File: src/rtl/gpio_port.sv
// Memory-mapped GPIO peripheral: output/direction registers, synchronised inputs and
// per-pin edge interrupts with write-1-to-clear pending bits; one-cycle registered reads.
module gpio_port #(
    parameter int WIDTH = 32,
    parameter int NGPIO = 8
) (
    input  logic             clk,
    input  logic             rst_n,
    input  logic [WIDTH-1:0] addr,
    input  logic [WIDTH-1:0] wdata,
    input  logic             we_gpio,
    output logic [WIDTH-1:0] rdata_gpio,
    input  logic [NGPIO-1:0] gpio_i,
    output logic [NGPIO-1:0] gpio_o,
    output logic [NGPIO-1:0] gpio_oe,
    output logic             irq
);

    logic [NGPIO-1:0] data_out_r;
    logic [NGPIO-1:0] dir_r;
    logic [NGPIO-1:0] irq_en_r;
    logic [NGPIO-1:0] edge_sel_r;
    logic [NGPIO-1:0] irq_pend_r;
    logic [NGPIO-1:0] s1_r;
    logic [NGPIO-1:0] s2_r;
    logic [NGPIO-1:0] s3_r;
    logic [1:0]       arm_cnt_r;
    logic [WIDTH-1:0] rdata_r;

    logic [WIDTH-1:0] rd_s;
    logic [NGPIO-1:0] rise_s;
    logic [NGPIO-1:0] fall_s;
    logic [NGPIO-1:0] edge_s;
    logic [NGPIO-1:0] w1c_s;
    logic [NGPIO-1:0] pend_next_s;
    logic             armed_s;
    logic             unused_bits_s;

    assign unused_bits_s = ^{addr[WIDTH-1:5], addr[1:0], wdata};

    // Read mux over the register map; unmapped offsets and upper bits read zero.
    always_comb begin
        rd_s = {WIDTH{1'b0}};
        case (addr[4:2])
            3'd0:    rd_s[NGPIO-1:0] = data_out_r;
            3'd1:    rd_s[NGPIO-1:0] = dir_r;
            3'd2:    rd_s[NGPIO-1:0] = s2_r;
            3'd3:    rd_s[NGPIO-1:0] = irq_en_r;
            3'd4:    rd_s[NGPIO-1:0] = edge_sel_r;
            3'd5:    rd_s[NGPIO-1:0] = irq_pend_r;
            default: rd_s = {WIDTH{1'b0}};
        endcase
    end

    // Edge detection is masked until the arm counter saturates, hiding pins high at reset.
    always_comb begin
        armed_s = (arm_cnt_r == 2'd3);
        rise_s  = s2_r & ~s3_r;
        fall_s  = ~s2_r & s3_r;
        edge_s  = (edge_sel_r & fall_s) | (~edge_sel_r & rise_s);
        if (we_gpio && (addr[4:2] == 3'd5)) begin
            w1c_s = wdata[NGPIO-1:0];
        end else begin
            w1c_s = {NGPIO{1'b0}};
        end
        pend_next_s = (irq_pend_r & ~w1c_s) | (edge_s & {NGPIO{armed_s}});
    end

    // Register file, synchroniser, arm counter and read-data pipeline.
    always_ff @(posedge clk) begin
        if (!rst_n) begin
            data_out_r <= {NGPIO{1'b0}};
            dir_r      <= {NGPIO{1'b0}};
            irq_en_r   <= {NGPIO{1'b0}};
            edge_sel_r <= {NGPIO{1'b0}};
            irq_pend_r <= {NGPIO{1'b0}};
            s1_r       <= {NGPIO{1'b0}};
            s2_r       <= {NGPIO{1'b0}};
            s3_r       <= {NGPIO{1'b0}};
            arm_cnt_r  <= 2'd0;
            rdata_r    <= {WIDTH{1'b0}};
        end else begin
            if (we_gpio) begin
                case (addr[4:2])
                    3'd0:    data_out_r <= wdata[NGPIO-1:0];
                    3'd1:    dir_r      <= wdata[NGPIO-1:0];
                    3'd3:    irq_en_r   <= wdata[NGPIO-1:0];
                    3'd4:    edge_sel_r <= wdata[NGPIO-1:0];
                    default: ;
                endcase
            end
            s1_r       <= gpio_i;
            s2_r       <= s1_r;
            s3_r       <= s2_r;
            irq_pend_r <= pend_next_s;
            rdata_r    <= rd_s;
            if (!armed_s) begin
                arm_cnt_r <= arm_cnt_r + 2'd1;
            end
        end
    end

    assign rdata_gpio = rdata_r;
    assign gpio_o     = data_out_r;
    assign gpio_oe    = dir_r;
    assign irq        = |(irq_pend_r & irq_en_r);

endmodule

File: config.mk
export PLATFORM = sky130hd
export DESIGN_NAME = gpio_port
export DESIGN_NICKNAME = d
export VERILOG_FILES = /design/src/rtl/gpio_port.sv
export SDC_FILE = /design/constraint.sdc
export NUM_CORES = 1
export LEC_CHECK = 0
export BUFFER_PORTS_ARGS = -buffer_cell sky130_fd_sc_hd__buf_2
export CAP_MARGIN = 20
export CORE_AREA = 2 2 83 165
export CTS_CLUSTER_SIZE = 12
export DETAILED_ROUTE_END_ITERATION = 8
export DIE_AREA = 0 0 85 167
export PLACE_DENSITY_LB_ADDON = 0.05
export SETUP_SLACK_MARGIN = 0.2
export SLEW_MARGIN = 30
export SYNTH_ARGS = -nofsm -noshare
export SYNTH_HDL_FRONTEND = slang
export SYNTH_SLANG_ARGS = --single-unit
File: constraint.sdc
create_clock -name clk -period 3.5 [get_ports clk]
set_clock_uncertainty 0.1 [all_clocks]
set_input_delay 0.7 -clock clk [delete_from_list [all_inputs] [get_ports clk]]
set_output_delay 0.7 -clock clk [all_outputs]
set_load 0.02 [all_outputs]
==> results.py <==
metrics = {
    "floorplanning": {
        "dieWidth_um": 85,
        "coreArea_um2": 12900,
        "rows": 59,
        "initial_utilization": 0.255,
        "ioPinCount": 124,
        "die_area_um2": 14200,
        "die_h_um": 167,
    },
    "power": {
        "cellLeakagePower_nw": 1.55,
        "ir_worst_vdd_mv": 0.211,
        "cellPowerDensity_nw_per_um2": 555,
    },
    "sta": {
        "min_period_ns": 2.10,
        "finalMaxSlewViolations": 0,
        "finalHoldViolations": 0,
        "worst_pin_slew_ns": 0.519,
        "relSlewSlack": 0.654,
        "setup_violations": 0,
        "period_share": 0.600,
        "fin_ws_ns": 1.40,
        "final.setup.tns_ns": 0,
        "fmax_mhz": 477,
        "whs_ns": 0.332,
        "rsz0062_at_grt": "no",
    },
    "clock_network": {
        "cts_resized": 0,
        "clk_latency_ns": 0.34,
        "path_clk_slew_ns": 0.06,
        "ctsRootBufferMaster": "clkbuf_16",
        "cts_buffers": 9,
        "postCtsSetupRepairBufs": 0,
        "cts_tree": "yes",
        "hold_buffers": 0,
        "htreeDepth": 3,
        "clkSinkCount": 74,
        "cts_buffer_depth": 2,
    },
    "global_route": {
        "grt_usage": 0.129,
        "use_met3": 0.0292,
        "antenna_found_initial": 0,
        "grt_pass1_wl_um": 13700,
        "grt_pass1_vias": 2312,
        "top_usage_layer": "met2",
        "grt_max_degree": 34,
        "use_met1": 0.161,
        "met2_usage": 0.211,
        "grt_remaining_overflow": 0,
    },
    "final_layout": {
        "fin_area_um2": 3870,
        "nFillCells": 1382,
        "layout_common_cells": "nand2_1, dfxtp_1, buf_2, a21boi_1, and2_1",
        "drive_gt1_frac": 0.172,
        "ff_latch_area_um2": 1480,
        "multiInputGateArea_um2": 1580,
        "n_antenna_cell": 0,
        "layout_commonest_cell": "nand2_1",
        "nets": 477,
        "syn_to_final_growth_pct": 17.6,
    },
    "run_status": {
        "status": "finished, final reports clean",
    },
    "placement": {
        "postPlaceCellArea_um2": 3510,
        "pre_cts_ws_ns": 1.22,
        "place_congestion": 0.757,
        "io_buffers": 46,
        "dp_hpwl_um": 6390,
    },
    "critical_path": {
        "worstSetupPathType": "flop to output pin",
        "r2r_end": "irq_pend_r[0]",
        "worstReg2RegStart": "arm_cnt_r[0]",
        "cp.required_ns": 2.70,
        "setup.worst_path.start": "irq_pend_r[4]",
        "crit_fanout": 3,
        "critPathArrivalTime_ns": 1.30,
        "startpoint_type": "flop",
        "rr_worst_depth": 3,
        "endpoint": "irq",
        "rrSetupSlack_ns": 2.15,
        "crit_path_end_kind": "output pin",
    },
    "worst_hold_path": {
        "worstHoldPathType": "flop to flop",
    },
    "logic_synthesis": {
        "synthCells": 362,
        "avgSynthCellArea_um2": 9.09,
        "yosys_register_bits": 74,
        "synth_edf_count": 0,
        "synthFlopType": "dfxtp_1",
        "ys_warn_count": 0,
        "post_synth_num_cell_types": 38,
        "syn_area_um2": 3290,
        "ys_async_sr_fraction": 0,
        "yosysSeqAreaShare": 0.450,
    },
    "routing": {
        "drt-total-wl_um": 8830,
        "wl_per_cell_um": 15.8,
        "dr.pass1.iters": 4,
        "num_vias": 2454,
        "post-route-drc-count": 0,
        "ant_nets": 0,
        "drt_iter0_drc": 125,
        "avgViaCountPerCell": 4.40,
    },
    "job": {
        "cap_violations": 0,
    },
}
-- per-layer routing --
metal	share of wire	routed length (um)
met1	0.44	3910
met3	0.040	356
met2	0.50	4440
met5	0	0
met4	0.014	126
-- per-stage QoR --
stage | util | power, mW | instances
floorplan | - | 1.04 | 385
detailed placement | 0.272 | 1.08 | 542
CTS | 0.299 | 2.18 | 558
finish | 0.299 | 2.15 | 558
global route | 0.299 | 2.23 | 558
global placement | 0.272 | 1.08 | 542
-- report_power, final --
| group | total [mW] | leakage, nW | internal, mW | switching [mW] |
|---|---|---|---|---|
| sequential | 0.888 | 0.602 | 0.870 | 0.0174 |
| combinational | 0.167 | 0.781 | 0.0594 | 0.108 |
| clock | 1.09 | 0.165 | 0.717 | 0.375 |
| total | 2.15 | 1.55 | 1.65 | 0.501 |
-- cell type report --
class	count	share of cell area
Inverter	2	0.00194
Sequential cell	74	0.383
Timing Repair Buffer	49	0.0654
Multi-Input combinational cell	265	0.409
Tap cell	152	0.0492
Clock inverter	6	0.0294
Clock buffer	10	0.0618
-- worst max-delay path, cell delays in order (launching register included) --
cell and delay, ns:
dfxtp_1 0.33, a22oi_1 0.29, nand4_1 0.15, buf_2 0.19
-- cell usage after synthesis (2+ instances only) --
cell type,n,share of area
dfxtp_1,74,0.45
and2b_1,2,0.0046
and2_1,27,0.051
mux2i_1,19,0.058
o211a_1,2,0.0061
a22oi_1,8,0.018
nand2_1,78,0.089
buf_2,6,0.0091
nand2b_1,4,0.0076
o21ai_0,7,0.011
nor3_1,2,0.0030
buf_4,26,0.059
a211oi_1,2,0.0046
nor2_1,12,0.014
a31oi_1,4,0.0076
mux4_2,2,0.014
mux2_1,4,0.014
nor3b_1,8,0.018
buf_6,3,0.010
a21oi_1,2,0.0030
nor2b_1,10,0.019
a21boi_1,31,0.071
o22ai_1,6,0.011
clkbuf_1,8,0.0091
inv_1,2,0.0023
-- kinds of logic after synthesis --
| family | after synthesis | share of synthesized area |
|---|---|---|
| AND/OR/NAND/NOR | 151 | 0.228 |
| flip-flops | 74 | 0.450 |
| AO/OA/AOI/OAI | 63 | 0.134 |
| buffers and inverters | 46 | 0.0947 |
| multiplexers | 25 | 0.0852 |
| adder cells (fa/ha/maj) | 1 | 0.00380 |
| other | 1 | 0.00114 |
| XOR/XNOR | 1 | 0.00266 |
-- registers in the layout, indices dropped and copies added (netlist names) --
register / cells
gpio_oe: 8
arm_cnt_r: 2
s2_r: 8
s1_r: 8
irq_pend_r: 8
s3_r: 8
rdata_gpio: 8
edge_sel_r: 8
irq_en_r: 8
gpio_o: 8
-- worst min path at each step --
stage / cells past startpoint / startpoint / endpoint / slack [ns]
floorplan: 1 / s1_r[0] / s2_r[0] / 0.31
detailed placement: 1 / s1_r[1] / s2_r[1] / 0.32
global placement: 1 / s1_r[7] / s2_r[7] / 0.31
finish: 1 / s1_r[5] / s2_r[5] / 0.33
global route: 1 / s1_r[7] / s2_r[7] / 0.34
CTS: 1 / s1_r[1] / s2_r[1] / 0.33
No activity file was read; power rests on OpenSTA's default activity.
